==> config.mk <==
export PLATFORM = sky130hd
export DESIGN_NAME = huffman_bit_serializer_flat
export DESIGN_NICKNAME = d
export VERILOG_FILES = /design/src/rtl/huffman_bit_serializer_if.sv /design/src/rtl/huffman_bit_serializer.sv /design/src/flat_wrapper.sv
export SDC_FILE = /design/constraint.sdc
export NUM_CORES = 1
export LEC_CHECK = 0
export ABC_AREA = 0
export BUFFER_PORTS_ARGS = -buffer_cell sky130_fd_sc_hd__buf_4
export CAP_MARGIN = 10
export CORE_MARGIN = 5
export CORE_UTILIZATION = 60
export CTS_CLUSTER_SIZE = 20
export DETAILED_ROUTE_END_ITERATION = 6
export PLACE_DENSITY = 0.86
export SKIP_LAST_GASP = 1
export SLEW_MARGIN = 20
export SYNTH_ARGS = -nofsm -noshare
export SYNTH_HDL_FRONTEND = slang
export SYNTH_SLANG_ARGS = --single-unit
==> constraint.sdc <==
create_clock -name clk -period 6.1 [get_ports clk]
set_clock_uncertainty 0.15 [all_clocks]
set_input_delay 0 -clock clk [delete_from_list [all_inputs] [get_ports clk]]
set_output_delay 0 -clock clk [all_outputs]
set_load 0.1 [all_outputs]
==> src/rtl/huffman_bit_serializer_if.sv <==
// rtl/huffman_bit_serializer_if.sv - SRAM read port and serial bit stream bundle
interface huffman_bit_serializer_if #(
  parameter int word_bw = 32,
  parameter int addr_bw = 11
);
  logic               mem_cen;
  logic [addr_bw-1:0] mem_addr;
  logic [word_bw-1:0] mem_dout;
  logic               bit_out;
  logic               bit_valid;
  logic               pause;

  modport master (
    output mem_cen, mem_addr, bit_out, bit_valid,
    input  mem_dout, pause
  );

  modport slave (
    input  mem_cen, mem_addr, bit_out, bit_valid,
    output mem_dout, pause
  );
endinterface

==> src/rtl/huffman_bit_serializer.sv <==
// rtl/huffman_bit_serializer.sv - compressed SRAM words to gapless MSB-first bit stream
module huffman_bit_serializer #(
  parameter int word_bw = 32,
  parameter int addr_bw = 11,
  parameter int len_bw  = 16
) (
  input  logic               clk,
  input  logic               reset,
  input  logic               start,
  input  logic [addr_bw-1:0] base_addr,
  input  logic [len_bw-1:0]  num_bits,
  output logic               busy,
  output logic               done,
  huffman_bit_serializer_if.master bus
);
  localparam int cnt_bw = $clog2(word_bw + 1);

  typedef enum logic [1:0] {IDLE, RUN, FIN} state_t;
  state_t state, state_nxt;

  logic [addr_bw-1:0] base;
  logic [len_bw-1:0]  bits_left;
  logic [len_bw-1:0]  words_fetched;
  logic [len_bw:0]    words_total;
  logic [len_bw:0]    words_needed;
  logic [word_bw-1:0] shreg;
  logic [word_bw-1:0] hold;
  logic [cnt_bw-1:0]  sh_cnt;
  logic               hold_valid;
  logic               outstanding;

  logic       sh_nonempty;
  logic       xfer;
  logic       issue;
  logic       sh_empties;
  logic       last_bit;
  logic [1:0] slots_used;

  always_comb begin
    words_needed = ({1'b0, num_bits} + (len_bw+1)'(word_bw - 1)) / (len_bw+1)'(word_bw);
    sh_nonempty  = (sh_cnt != '0);
    // An in-flight read already owns a slot, so the hold register can never overflow.
    slots_used   = {1'b0, sh_nonempty} + {1'b0, hold_valid} + {1'b0, outstanding};
    issue        = (state == RUN) && ({1'b0, words_fetched} < words_total) && (slots_used < 2'd2);
    xfer         = (state == RUN) && sh_nonempty && !bus.pause && (bits_left != '0);
    sh_empties   = !sh_nonempty || (xfer && (sh_cnt == cnt_bw'(1)));
    last_bit     = xfer && (bits_left == len_bw'(1));
  end

  always_ff @(posedge clk) begin
    if (reset) state <= IDLE;
    else       state <= state_nxt;
  end

  always_comb begin
    state_nxt = state;
    case (state)
      IDLE: if (start) state_nxt = (num_bits == '0) ? FIN : RUN;
      RUN:  if (last_bit) state_nxt = FIN;
      FIN:  state_nxt = IDLE;
      default: state_nxt = IDLE;
    endcase
  end

  always_comb begin
    bus.mem_cen   = ~issue;
    bus.mem_addr  = base + addr_bw'(words_fetched);
    bus.bit_out   = shreg[word_bw-1];
    bus.bit_valid = xfer;
    busy          = (state == RUN);
    done          = (state == FIN);
  end

  always_ff @(posedge clk) begin
    if (reset) begin
      base          <= '0;
      bits_left     <= '0;
      words_fetched <= '0;
      words_total   <= '0;
      shreg         <= '0;
      hold          <= '0;
      sh_cnt        <= '0;
      hold_valid    <= 1'b0;
      outstanding   <= 1'b0;
    end else begin
      case (state)
        IDLE: begin
          if (start) begin
            base          <= base_addr;
            bits_left     <= num_bits;
            words_total   <= words_needed;
            words_fetched <= '0;
            shreg         <= '0;
            sh_cnt        <= '0;
            hold_valid    <= 1'b0;
            outstanding   <= 1'b0;
          end
        end
        RUN: begin
          outstanding <= issue;
          if (issue) words_fetched <= words_fetched + len_bw'(1);
          if (xfer)  bits_left <= bits_left - len_bw'(1);
          // Returning data takes the shift register whenever it is (or is becoming) empty.
          if (outstanding && sh_empties) begin
            shreg  <= bus.mem_dout;
            sh_cnt <= cnt_bw'(word_bw);
          end else if (xfer && (sh_cnt == cnt_bw'(1)) && hold_valid) begin
            shreg      <= hold;
            sh_cnt     <= cnt_bw'(word_bw);
            hold_valid <= 1'b0;
          end else if (xfer) begin
            shreg  <= {shreg[word_bw-2:0], 1'b0};
            sh_cnt <= sh_cnt - cnt_bw'(1);
          end
          if (outstanding && !sh_empties) begin
            hold       <= bus.mem_dout;
            hold_valid <= 1'b1;
          end
        end
        FIN: begin
          outstanding <= 1'b0;
          sh_cnt      <= '0;
          hold_valid  <= 1'b0;
        end
        default: begin
          outstanding <= 1'b0;
        end
      endcase
    end
  end
endmodule
==> src/flat_wrapper.sv <==
// flat-port wrapper written by rule: the top's interface ports become plain ports
module huffman_bit_serializer_flat 
#(
  parameter int word_bw = 32,
  parameter int addr_bw = 11,
  parameter int len_bw  = 16
)
  (clk, reset, start, base_addr, num_bits, busy, done, bus_mem_cen, bus_mem_addr, bus_bit_out, bus_bit_valid, bus_mem_dout, bus_pause);
  huffman_bit_serializer_if #(.word_bw(word_bw), .addr_bw(addr_bw)) bus_i ();
  input  logic clk;
  input  logic reset;
  input  logic start;
  input  logic [addr_bw-1:0] base_addr;
  input  logic [len_bw-1:0] num_bits;
  output logic busy;
  output logic done;
  output wire logic [$bits(bus_i.mem_cen)-1:0] bus_mem_cen;
  output wire logic [$bits(bus_i.mem_addr)-1:0] bus_mem_addr;
  output wire logic [$bits(bus_i.bit_out)-1:0] bus_bit_out;
  output wire logic [$bits(bus_i.bit_valid)-1:0] bus_bit_valid;
  input wire logic [$bits(bus_i.mem_dout)-1:0] bus_mem_dout;
  input wire logic [$bits(bus_i.pause)-1:0] bus_pause;
  assign bus_mem_cen = bus_i.mem_cen;
  assign bus_mem_addr = bus_i.mem_addr;
  assign bus_bit_out = bus_i.bit_out;
  assign bus_bit_valid = bus_i.bit_valid;
  assign bus_i.mem_dout = bus_mem_dout;
  assign bus_i.pause = bus_pause;
  huffman_bit_serializer #(.word_bw(word_bw), .addr_bw(addr_bw), .len_bw(len_bw)) u_core (.clk(clk), .reset(reset), .start(start), .base_addr(base_addr), .num_bits(num_bits), .busy(busy), .done(done), .bus(bus_i));
endmodule
* After elaboration in Yosys (flattened, before gate mapping)
Cells that the tools add are included.
** Cells by class
- Add/subtract/negate cells :: 7
- $lt $le $gt $ge :: 2
- Eq/ne operators :: 11
- Multiplexer cells :: 26
- Bitwise logic cells :: 1
- Reduce and logical (&&, ||, !) cells :: 28
** Operators by type and width (number)
- $mux 32 :: 4
- $mux 16 :: 4
- $pmux 16 s2 :: 2
- $pmux 32 s2 :: 1
- $mux 6 :: 4
- $pmux 6 s3 :: 1
- $add 16x5->17 const B :: 1
- $add 16x1->16 const B :: 1
- $eq 16x1->1 const B :: 1
- $logic_not 16->1 :: 1
- $lt 16x12->1 :: 1
- $reduce_bool 16->1 :: 1
- $sub 16x1->16 const B :: 1
- $reduce_and 3->1 :: 4
- $add 11x11->11 :: 1
- $logic_and 1x1->1 :: 10
- $eq 6x1->1 const B :: 1
- $mux 2 :: 3
- $ne 2x1->1 const B :: 3
- $reduce_and 2->1 :: 3
- $reduce_bool 6->1 :: 1
- $sub 6x1->6 const B :: 1
- $mux 1 :: 4
- $ne 4x1->1 const B :: 1
- other kinds (18) :: 20
** Storage, ports and cells
- Register bits after elaboration :: 129
- Input bits :: 63
- Output and inout port bits :: 16
- Logic and storage cells :: 85

* Logic depth before layout (Yosys ltp)
Gate-level depths: netlist (run 1).
- Depth in word-level cells :: 10
- Mapped depth :: 11
- Gate-level depth less buffers :: 10

* Worst setup path before layout (run 1)
Ideal clock, no wire load.
- Path kind :: reg-to-output
- Start point :: reg u_core.words_fetched[0]
- End point :: out bus_mem_addr[10]
- Arrival time :: 3724 ps
- Data required time :: 5950 ps
- Slack :: 2226 ps
- Stages on the path, launching flop included :: 10
- Path buffers :: 0
- Cell sequence :: dfxtp_1 > ha_1 > inv_1 > fa_1 > nor2b_1 > o21ai_0 > a21o_1 > a31oi_1 > nor4_1 > nor3_1
** Between the ends
- Longest elaborated chain between the ends :: 1
** Ends and longest elaborated chain
- from (decl) :: line huffman_bit_serializer.sv:23 : logic [len_bw-1:0] words_fetched;
- from (signal assigned) :: line huffman_bit_serializer.sv:101 : if (issue) words_fetched <= words_fetched + len_bw'(1);
- $add 11x11->11 :: line huffman_bit_serializer.sv:67 : bus.mem_addr = base + addr_bw'(words_fetched);
- to (decl) :: line flat_wrapper.sv:18 : output wire logic [$bits(bus_i.mem_addr)-1:0] bus_mem_addr;
Every way passes these cells.

* Worst setup path in the final report (run 1)
- Start point :: reg u_core.state[0]
- End point :: out bus_mem_cen
** Between the ends
- Longest elaborated chain between the ends :: 4
** Ends and longest elaborated chain
- from (decl) :: line huffman_bit_serializer.sv:19 : state_t state, state_nxt;
- from (signal assigned) :: line huffman_bit_serializer.sv:52 : else state <= state_nxt;
- $eq 2x1->1 :: line huffman_bit_serializer.sv:44 : issue = (state == RUN) && ({1'b0, words_fetched} < words_total) && (slots_used < 2'd2);
- $logic_and 1x1->1 (2 in series) :: line huffman_bit_serializer.sv:44
- $not 1->1 :: line huffman_bit_serializer.sv:66 : bus.mem_cen = ~issue;
- to (decl) :: line flat_wrapper.sv:17 : output wire logic [$bits(bus_i.mem_cen)-1:0] bus_mem_cen;
Every way passes these cells.

==> flow_summary_export.csv, run 1 <==
group,metric,value,unit
run_status,outcome,"complete, no violations",
critical_path,critPathKind,"flip-flop to output pin",
cts,cts_buffer_count,17,
cts,cts_buffer_depth,2,
sta,rsz0062_at_grt,"no",
synth,ys_async_sr_fraction,0,%
synth,synth_compound_gate_area_share,21.0,%
sta,finalCritPeriodShare,59.6,%
power_and_ir_drop,sw_frac_of_total,28.0,%
grt,grt_max_degree,95,
critical_path,critical-path-max-stage-delay,0.76,ns
placed_design,placed_area,7480,sq um
synth,postSynthAreaPerCell,7.43,sq um
cts,cts_num_sinks,129,
critical_path,worst-path-max-fanout,26,
synth,number_of_synthesized_flops_with_an_enable_pin,0,
grt,grt_first_pass_wirelength,32300,um
critical_path,worstReg2RegEnd,"u_core.words_fetched[2]",
sta,slew-limit-headroom,28.9,%
sta,tightest_slew,1.07,ns
power_and_ir_drop,cell_internal_pwr,0.00173,W
finish,layout.filler_cells,772,
finish,layout_common_cells,"sky130_fd_sc_hd__nand2_1, sky130_fd_sc_hd__dfxtp_1, sky130_fd_sc_hd__a21oi_1, sky130_fd_sc_hd__buf_4, sky130_fd_sc_hd__dlygate4sd3_1",
min_path,hold_crit_depth,2,
power_and_ir_drop,cellLeakagePower,3.32,nW
sta,hold_violations,0,
placed_design,numPortBuffers,78,
placed_design,place.detailed.hpwl,10700,um
route,drt_drc_violations_left,0,
sta,worst_slack,2.47,ns
min_path,worst_hold_path.endpoint,"u_core.hold[12]",
sta,finalWorstPathRequiredPeriod,3.63,ns
route,initialDrtViolationCount,681,
grt,grt_antenna_before_repair,0,
floorplan,die_w,117,um
synth,adder_cell_area_share_of_the_yosys_netlist,5.36,%
power_and_ir_drop,irDropWorstVdd,0.262,mV
finish,fin_util,77.4,%
grt,global_route.overflow_total,0,
finish,area_of_combinational_cells_with_multiple_inputs,3960,sq um
sta,final_setup_violation_count,0,
route,number_of_nets_with_antenna_violations_after_detailed_routing,0,
synth,synth_top_area_share,37.4,%
cts,htree_num_levels,4,
grt,globalRouteTotalUtil,27.4,%
power_and_ir_drop,pwr-share-comb,17.1,%
critical_path,crit_buf_inv,3,
synth,post_synth_mux_area_share,0.434,%
route,vias,7100,
cts,clk_latency,0.42,ns
floorplan,start_util,60.8,%
power_and_ir_drop,power_frac_clock,45.5,%
critical_path,regToRegSetupSlack,2.51,ns
power_and_ir_drop,net-switching-power,0.000674,W
floorplan,placeableCoreArea,11400,sq um
route,vias_per_cell,5.91,
synth,post_synth_xor_area_fraction,2.53,%
cts,ctsRootBufferMaster,"sky130_fd_sc_hd__clkbuf_16",
synth,yosysSeqAreaShare,37.4,%
synth,synthTopCellsByArea,"sky130_fd_sc_hd__dfxtp_1, sky130_fd_sc_hd__nand2_1, sky130_fd_sc_hd__a21oi_1",
finish,area_growth,27.2,%
min_path,critical_hold_path_startpoint,"reset",
synth,register_bit_count_reported_by_yosys,129,
synth,ys_types,66,
critical_path,path_depth,6,
route,drt-total-wl,19200,um
synth,yosysTopAreaCell,"sky130_fd_sc_hd__dfxtp_1",
cts,cts_tree,"yes",
critical_path,timing.critical_path.to_type,"output pin",
critical_path,path_cells,"nand2b_1, inv_2, o2111ai_1, o21ba_2, inv_1, buf_4",
min_path,min_path_type,"primary input to flip-flop",
synth,net_count_of_the_mapped_netlist,1023,
synth,synth-main-ff-cell,"sky130_fd_sc_hd__dfxtp_1",
finish,antenna_cells_inserted,0,
finish,layout_commonest_cell,"sky130_fd_sc_hd__nand2_1",
power_and_ir_drop,power_per_cell_area,273,nW/um^2
floorplan,placementRows,39,
route,dr.pass1.iters,5,
sta,max_freq,0.275,GHz
floorplan,fp.dieH,117,um
power_and_ir_drop,power_frac_seq,37.5,%
critical_path,r2r-start,"u_core.state[0]",
critical_path,crit_path_top_delay_cell,"sky130_fd_sc_hd__dfxtp_1",
critical_path,path_delay_family,"buffers and inverters",
synth,synth.cell_area,6910,sq um
power_and_ir_drop,power.total,0.00240,W
run,maxCapViolations,0,
finish,finish.net_count,1138,
grt,number_of_global_route_vias_before_repair,6681,
critical_path,worst_ep_arrival_time,3.48,ns
finish,fraction_of_layout_cells_with_a_size_suffix_above_1,13.3,%
finish,layout.cell_area.non_filler,8790,sq um
placed_design,preCtsSetupSlack,2.69,ns
critical_path,start_kind,"flip-flop",
synth,syn_inst,931,
critical_path,reg2reg_depth,7,
sta,slew_violations,0,
floorplan,die-area,13800,sq um
synth,synth_top_family_by_area,"simple AND/OR/NAND/NOR gates",
sta,setup_tns,0,ns
cts,path_clk_slew,0.06,ns
critical_path,worstPathRequired,5.95,ns
floorplan,io-pin-count,79,
placed_design,globalplace.congestion,0.912,
route,route.detailed.wl_per_inst,16.0,um
finish,regArea,2580,sq um
synth,ys.warnings.count,0,
cts,postCtsResizedCells,0,
synth,synth_simple_gate_area_share,27.5,%
## per-stage QoR
| step | hold slack [ns] | instances |
|---|---|---|
| 4_1_cts | 0.0740 | 1202 |
| 2_1_floorplan | -0.0140 | 931 |
| 5_1_grt | 0.125 | 1202 |
| 3_3_place_gp | 0.101 | 1103 |
| 6_report | 0.0799 | 1202 |
| 3_5_place_dp | 0.106 | 1103 |
## timing repair
| action | 4_1_cts | 5_1_grt |
|---|---|---|
| buffers inserted | 0 | 0 |
| hold buffers | 67 | 0 |
| setup endpoints to repair | 0 | 0 |
| endpoints found under the hold margin | 106 | 0 |
## cell families after synthesis
logic type      after synthesis
compound gates              250
xor+xnor                     20
fa+ha+maj                    29
buf+inv                      88
flops                       129
mux                           3
simple gates                412
## synthesized netlist by cell type (3+ instances only)
master,n
sky130_fd_sc_hd__or4_1,5
sky130_fd_sc_hd__buf_4,4
sky130_fd_sc_hd__nand3_1,22
sky130_fd_sc_hd__dfxtp_1,129
sky130_fd_sc_hd__a211oi_1,11
sky130_fd_sc_hd__inv_1,30
sky130_fd_sc_hd__nand4b_1,3
sky130_fd_sc_hd__and3_1,32
sky130_fd_sc_hd__o2111ai_1,3
sky130_fd_sc_hd__buf_1,4
sky130_fd_sc_hd__mux2i_1,3
sky130_fd_sc_hd__buf_2,8
sky130_fd_sc_hd__nor3b_1,3
sky130_fd_sc_hd__and2_1,5
sky130_fd_sc_hd__nor4_1,9
sky130_fd_sc_hd__a21oi_1,111
sky130_fd_sc_hd__nand4_1,4
sky130_fd_sc_hd__or3_1,4
sky130_fd_sc_hd__nand2_1,236
sky130_fd_sc_hd__nor2b_1,4
sky130_fd_sc_hd__nor3_1,23
sky130_fd_sc_hd__or2_2,3
sky130_fd_sc_hd__a32o_1,3
sky130_fd_sc_hd__a22oi_1,6
sky130_fd_sc_hd__xor2_1,8
sky130_fd_sc_hd__buf_6,6
sky130_fd_sc_hd__ha_1,28
sky130_fd_sc_hd__a31oi_1,5
sky130_fd_sc_hd__xnor2_1,12
sky130_fd_sc_hd__o21ai_1,30
sky130_fd_sc_hd__a41oi_1,3
sky130_fd_sc_hd__nor2_1,42
sky130_fd_sc_hd__clkbuf_1,35
sky130_fd_sc_hd__nand3b_1,4
sky130_fd_sc_hd__nand2b_1,4
sky130_fd_sc_hd__o21ai_0,50
## state kept, by name, summed over array words and instances (netlist names)
| register | cells |
|---|---|
| u_core.base | 11 |
| u_core.bits_left | 16 |
| u_core.hold | 32 |
| u_core.hold_valid | 1 |
| u_core.outstanding | 1 |
| u_core.sh_cnt | 6 |
| u_core.shreg | 32 |
| u_core.state | 2 |
| u_core.words_fetched | 16 |
| u_core.words_total | 12 |
## worst max path at each step
stage / startpoint / slack [ns] / end
finish: u_core.state[0] / 2.47 / bus_mem_cen
floorplan: u_core.words_fetched[0] / 2.23 / bus_mem_addr[10]
CTS: u_core.bits_left[0] / 2.62 / u_core.shreg[6]
global route: u_core.state[0] / 2.28 / u_core.words_fetched[2]
global placement: u_core.state[0] / 2.80 / u_core.words_fetched[4]
detailed placement: u_core.bits_left[0] / 2.69 / u_core.shreg[30]
## power by group through the flow
stage	logic, W	registers (W)	clock network [W]
3_3_place_gp	0.000355	0.000917	0
6_report	0.000410	0.000901	0.00109
2_1_floorplan	0.000268	0.000909	0
3_5_place_dp	0.000362	0.000917	0
4_1_cts	0.000400	0.000900	0.00110
5_1_grt	0.000446	0.000904	0.00114
## per-layer routing
| metal | GRT usage, % | share of wire (%) |
|---|---|---|
| met1 | 34.1 | 42 |
| met2 | 45.3 | 49 |
| met3 | 6.88 | 6.7 |
| met4 | 10.9 | 2.6 |
| met5 | 0 | 0 |
## cell type report
type | instances | share of cell area, %
multi-input cells | 714 | 45.0
flip-flops and latches | 129 | 29.4
repair buffers | 153 | 15.0
clock buffers | 18 | 4.99
clock inverters | 14 | 2.30
well taps | 143 | 2.03
inverters | 31 | 1.32
Power figures use the tool's default switching activity.
==> inputs of run 2 (changes only) <==
--- a/config.mk
+++ b/config.mk
@@ -5,14 +5,14 @@
 export SDC_FILE = /design/constraint.sdc
 export NUM_CORES = 1
 export LEC_CHECK = 0
-export ABC_AREA = 0
+export ABC_AREA = 1
 export BUFFER_PORTS_ARGS = -buffer_cell sky130_fd_sc_hd__buf_4
 export CAP_MARGIN = 10
 export CORE_MARGIN = 5
-export CORE_UTILIZATION = 60
+export CORE_UTILIZATION = 54
 export CTS_CLUSTER_SIZE = 20
 export DETAILED_ROUTE_END_ITERATION = 6
-export PLACE_DENSITY = 0.86
+export PLACE_DENSITY = 0.81
 export SKIP_LAST_GASP = 1
 export SLEW_MARGIN = 20
 export SYNTH_ARGS = -nofsm -noshare
==> constraint.sdc (replaced) <==
create_clock -name clk -period 3 [get_ports clk]
set_clock_uncertainty 0.15 [all_clocks]
set_input_delay 0 -clock clk [delete_from_list [all_inputs] [get_ports clk]]
set_output_delay 0 -clock clk [all_outputs]
set_load 0.1 [all_outputs]
==> flow_summary_export.csv, run 2 <==
group,metric,value,unit
route,dr.pass1.iters,6,
finish,post_layout_nonfiller_instances,1397,
placed_design,placed_area,8180,sq um
synth,most_numerous_cell_in_the_yosys_netlist,"sky130_fd_sc_hd__nand2_1",
power_and_ir_drop,irDropWorstVdd,0.406,mV
cts,ctsRootBufferMaster,"sky130_fd_sc_hd__clkbuf_16",
run_status,outcome,"complete, no violations",
grt,global_route.overflow_total,0,
grt,grt_first_pass_wirelength,33900,um
synth,ys_async_sr_fraction,0,%
route,number_of_nets_with_antenna_violations_after_detailed_routing,0,
grt,globalRouteTotalUtil,25.1,%
synth,synth_top_area_share,34.3,%
grt,grt_max_degree,60,
finish,fraction_of_layout_cells_with_a_size_suffix_above_1,16.2,%
route,route.detailed.wl_per_inst,14.5,um
placed_design,preCtsSetupSlack,0.619,ns
critical_path,path_delay_family,"adder cells",
synth,yosysTopAreaCell,"sky130_fd_sc_hd__dfxtp_1",
floorplan,placementRows,43,
sta,finalCritPeriodShare,88.1,%
floorplan,start_util,54.7,%
sta,slew_violations,0,
sta,worst_slack,0.357,ns
synth,yosysSeqAreaShare,34.3,%
cts,cts_tree,"yes",
finish,regArea,2580,sq um
run,maxCapViolations,0,
cts,htree_num_levels,4,
floorplan,fp.dieH,128,um
sta,max_freq,0.378,GHz
floorplan,io-pin-count,79,
critical_path,worst_ep_arrival_time,2.49,ns
finish,antenna_cells_inserted,0,
critical_path,timing.critical_path.to_type,"output pin",
floorplan,die-area,16400,sq um
placed_design,globalplace.congestion,0.872,
sta,slew-limit-headroom,47.5,%
sta,rsz0062_at_grt,"no",
critical_path,path_cells,"ha_1, inv_1, fa_1, o31ai_1, xor2_1, buf_4",
route,vias_per_cell,5.51,
critical_path,worstPathRequired,2.85,ns
critical_path,critPathKind,"flip-flop to output pin",
cts,path_clk_slew,0.06,ns
critical_path,critical-path-max-stage-delay,0.49,ns
cts,clk_latency,0.42,ns
finish,finish.net_count,1299,
synth,postSynthAreaPerCell,6.95,sq um
cts,post_cts_buffers,0,
route,drt_drc_violations_left,0,
synth,synth.top_cells.by_count,"sky130_fd_sc_hd__nand2_1, sky130_fd_sc_hd__dfxtp_1, sky130_fd_sc_hd__nor2_1",
synth,net_count_of_the_mapped_netlist,1177,
power_and_ir_drop,cellLeakagePower,4.16,nW
synth,syn_inst,1085,
synth,synth.cell_area,7540,sq um
critical_path,start_kind,"flip-flop",
synth,synthTopCellsByArea,"sky130_fd_sc_hd__dfxtp_1, sky130_fd_sc_hd__nand2_1, sky130_fd_sc_hd__nand3_1",
critical_path,regToRegSetupSlack,0.54,ns
cts,cts_buffer_count,17,
min_path,worst_hold_path.endpoint,"u_core.state[1]",
cts,cts_num_sinks,129,
sta,finalWorstPathRequiredPeriod,2.64,ns
placed_design,number_of_placed_instances_taps_included,1303,
sta,hold_violations,0,
route,initialDrtViolationCount,780,
synth,number_of_synthesized_flops_with_an_enable_pin,0,
finish,layout_common_cells,"sky130_fd_sc_hd__nand2_1, sky130_fd_sc_hd__dfxtp_1, sky130_fd_sc_hd__nor2_1, sky130_fd_sc_hd__inv_1, sky130_fd_sc_hd__nand3_1",
power_and_ir_drop,power_per_cell_area,664,nW/um^2
synth,register_bit_count_reported_by_yosys,129,
cts,cts_buffer_depth,2,
critical_path,r2r-start,"u_core.bits_left[0]",
finish,area_of_combinational_cells_with_multiple_inputs,4270,sq um
finish,layout_commonest_cell,"sky130_fd_sc_hd__nand2_1",
placed_design,place.detailed.hpwl,12300,um
finish,layout.filler_cells,1093,
sta,setup_tns,0,ns
critical_path,reg2reg_depth,10,
power_and_ir_drop,power.total,0.00627,W
route,drt-total-wl,20200,um
sta,final_setup_violation_count,0,
floorplan,placeableCoreArea,13800,sq um
synth,synth-main-ff-cell,"sky130_fd_sc_hd__dfxtp_1",
grt,number_of_global_route_vias_before_repair,7280,
min_path,min_path_type,"primary input to flip-flop",
synth,ys.warnings.count,0,
finish,layout.cell_area.non_filler,9440,sq um
min_path,critical_hold_path_startpoint,"bus_pause",
sta,tightest_slew,0.788,ns
finish,area_growth,25.2,%
critical_path,crit_path_top_delay_cell,"sky130_fd_sc_hd__dfxtp_1",
min_path,hold_crit_depth,8,
route,vias,7701,
critical_path,worst-path-max-fanout,7,
finish,largestRegisters,"u_core.hold: 32 flops, u_core.shreg: 32 flops",
grt,grt_antenna_before_repair,0,
synth,ys_types,49,
critical_path,worstReg2RegEnd,"u_core.bits_left[10]",
floorplan,die_w,128,um
critical_path,crit_buf_inv,2,
placed_design,numPortBuffers,78,
run 2: changes by cell type in the layout (fill, tap and decap cells not counted), moves of 8 or more:
| cell | previous run | this run |
|---|---|---|
| sky130_fd_sc_hd__nand3_1 | 22 | 97 |
| sky130_fd_sc_hd__nand3_2 | 0 | 22 |
| sky130_fd_sc_hd__o21ai_0 | 50 | 78 |
| sky130_fd_sc_hd__and3_1 | 32 | 1 |
| sky130_fd_sc_hd__o21ai_1 | 30 | 9 |
| sky130_fd_sc_hd__nor2_1 | 42 | 128 |
| sky130_fd_sc_hd__nand4_1 | 4 | 12 |
| sky130_fd_sc_hd__nand2_1 | 236 | 215 |
| sky130_fd_sc_hd__a21oi_2 | 1 | 20 |
| sky130_fd_sc_hd__a21oi_1 | 110 | 84 |
| sky130_fd_sc_hd__nor3_1 | 23 | 11 |
| sky130_fd_sc_hd__inv_1 | 30 | 98 |
run 2: area by class of cell:
type	count	share of cell area, %
well taps	180	2.39
inverters	107	4.31
clock inverters	10	1.72
clock buffers	19	4.69
flip-flops and latches	129	27.4
repair buffers	157	14.3
multi-input cells	795	45.2
run 2: tightest hold or removal path, delay by kind of cell:
family | cells | cell delay, ns
compound gates | 1 | 0.11
simple gates | 5 | 0.37
buf+inv | 2 | 0.14
run 2: power by group:
| part | switching (W) | internal [W] |
|---|---|---|
| Sequential | 0.000149 | 0.00187 |
| Combinational | 0.00145 | 0.000650 |
| Clock | 0.000755 | 0.00140 |
run 2: metrics by stage:
step | hold WS, ns | util, %
2_1_floorplan | -0.0151 | -
3_3_place_gp | 0.0879 | 59.4
3_5_place_dp | 0.0941 | 59.4
4_1_cts | 0.0750 | 68.5
5_1_grt | 0.114 | 68.5
6_report | 0.0989 | 68.5
run 2: routing by layer:
layer  track usage, %  part of all wire (%)
met5                0                     0
met1             31.5                    43
met2             43.2                    49
met4             7.99                   1.6
met3             5.21                   6.4
run 2: what timing repair did:
action                                 in CTS  in global routing
gates resized for setup                     0                  0
hold buffers                               65                  0
endpoints found under the hold margin     106                  0
run 2: kinds of logic (layout without fill, tap and decap cells):
kind of cell | Yosys count | in the layout | share of synthesized area [%]
AND/OR/NAND/NOR | 518 | 518 | 31.7
AO/OA/AOI/OAI | 226 | 226 | 17.3
buffers and inverters | 161 | 293 | 9.26
flip-flops | 129 | 129 | 34.3
adder cells (fa/ha/maj) | 29 | 29 | 4.91
XOR/XNOR | 22 | 22 | 2.56
run 2: worst max-delay path by stage:
stage                                 start                       to  depth (start not counted)
detailed placement      u_core.bits_left[0]      u_core.bits_left[5]                         10
global placement           u_core.sh_cnt[0]  u_core.words_fetched[7]                         13
floorplan           u_core.words_fetched[0]          bus_mem_addr[4]                          5
finish              u_core.words_fetched[0]          bus_mem_addr[4]                          6
CTS                 u_core.words_fetched[0]          bus_mem_addr[4]                          6
global route        u_core.words_fetched[3]          bus_mem_addr[8]                          8
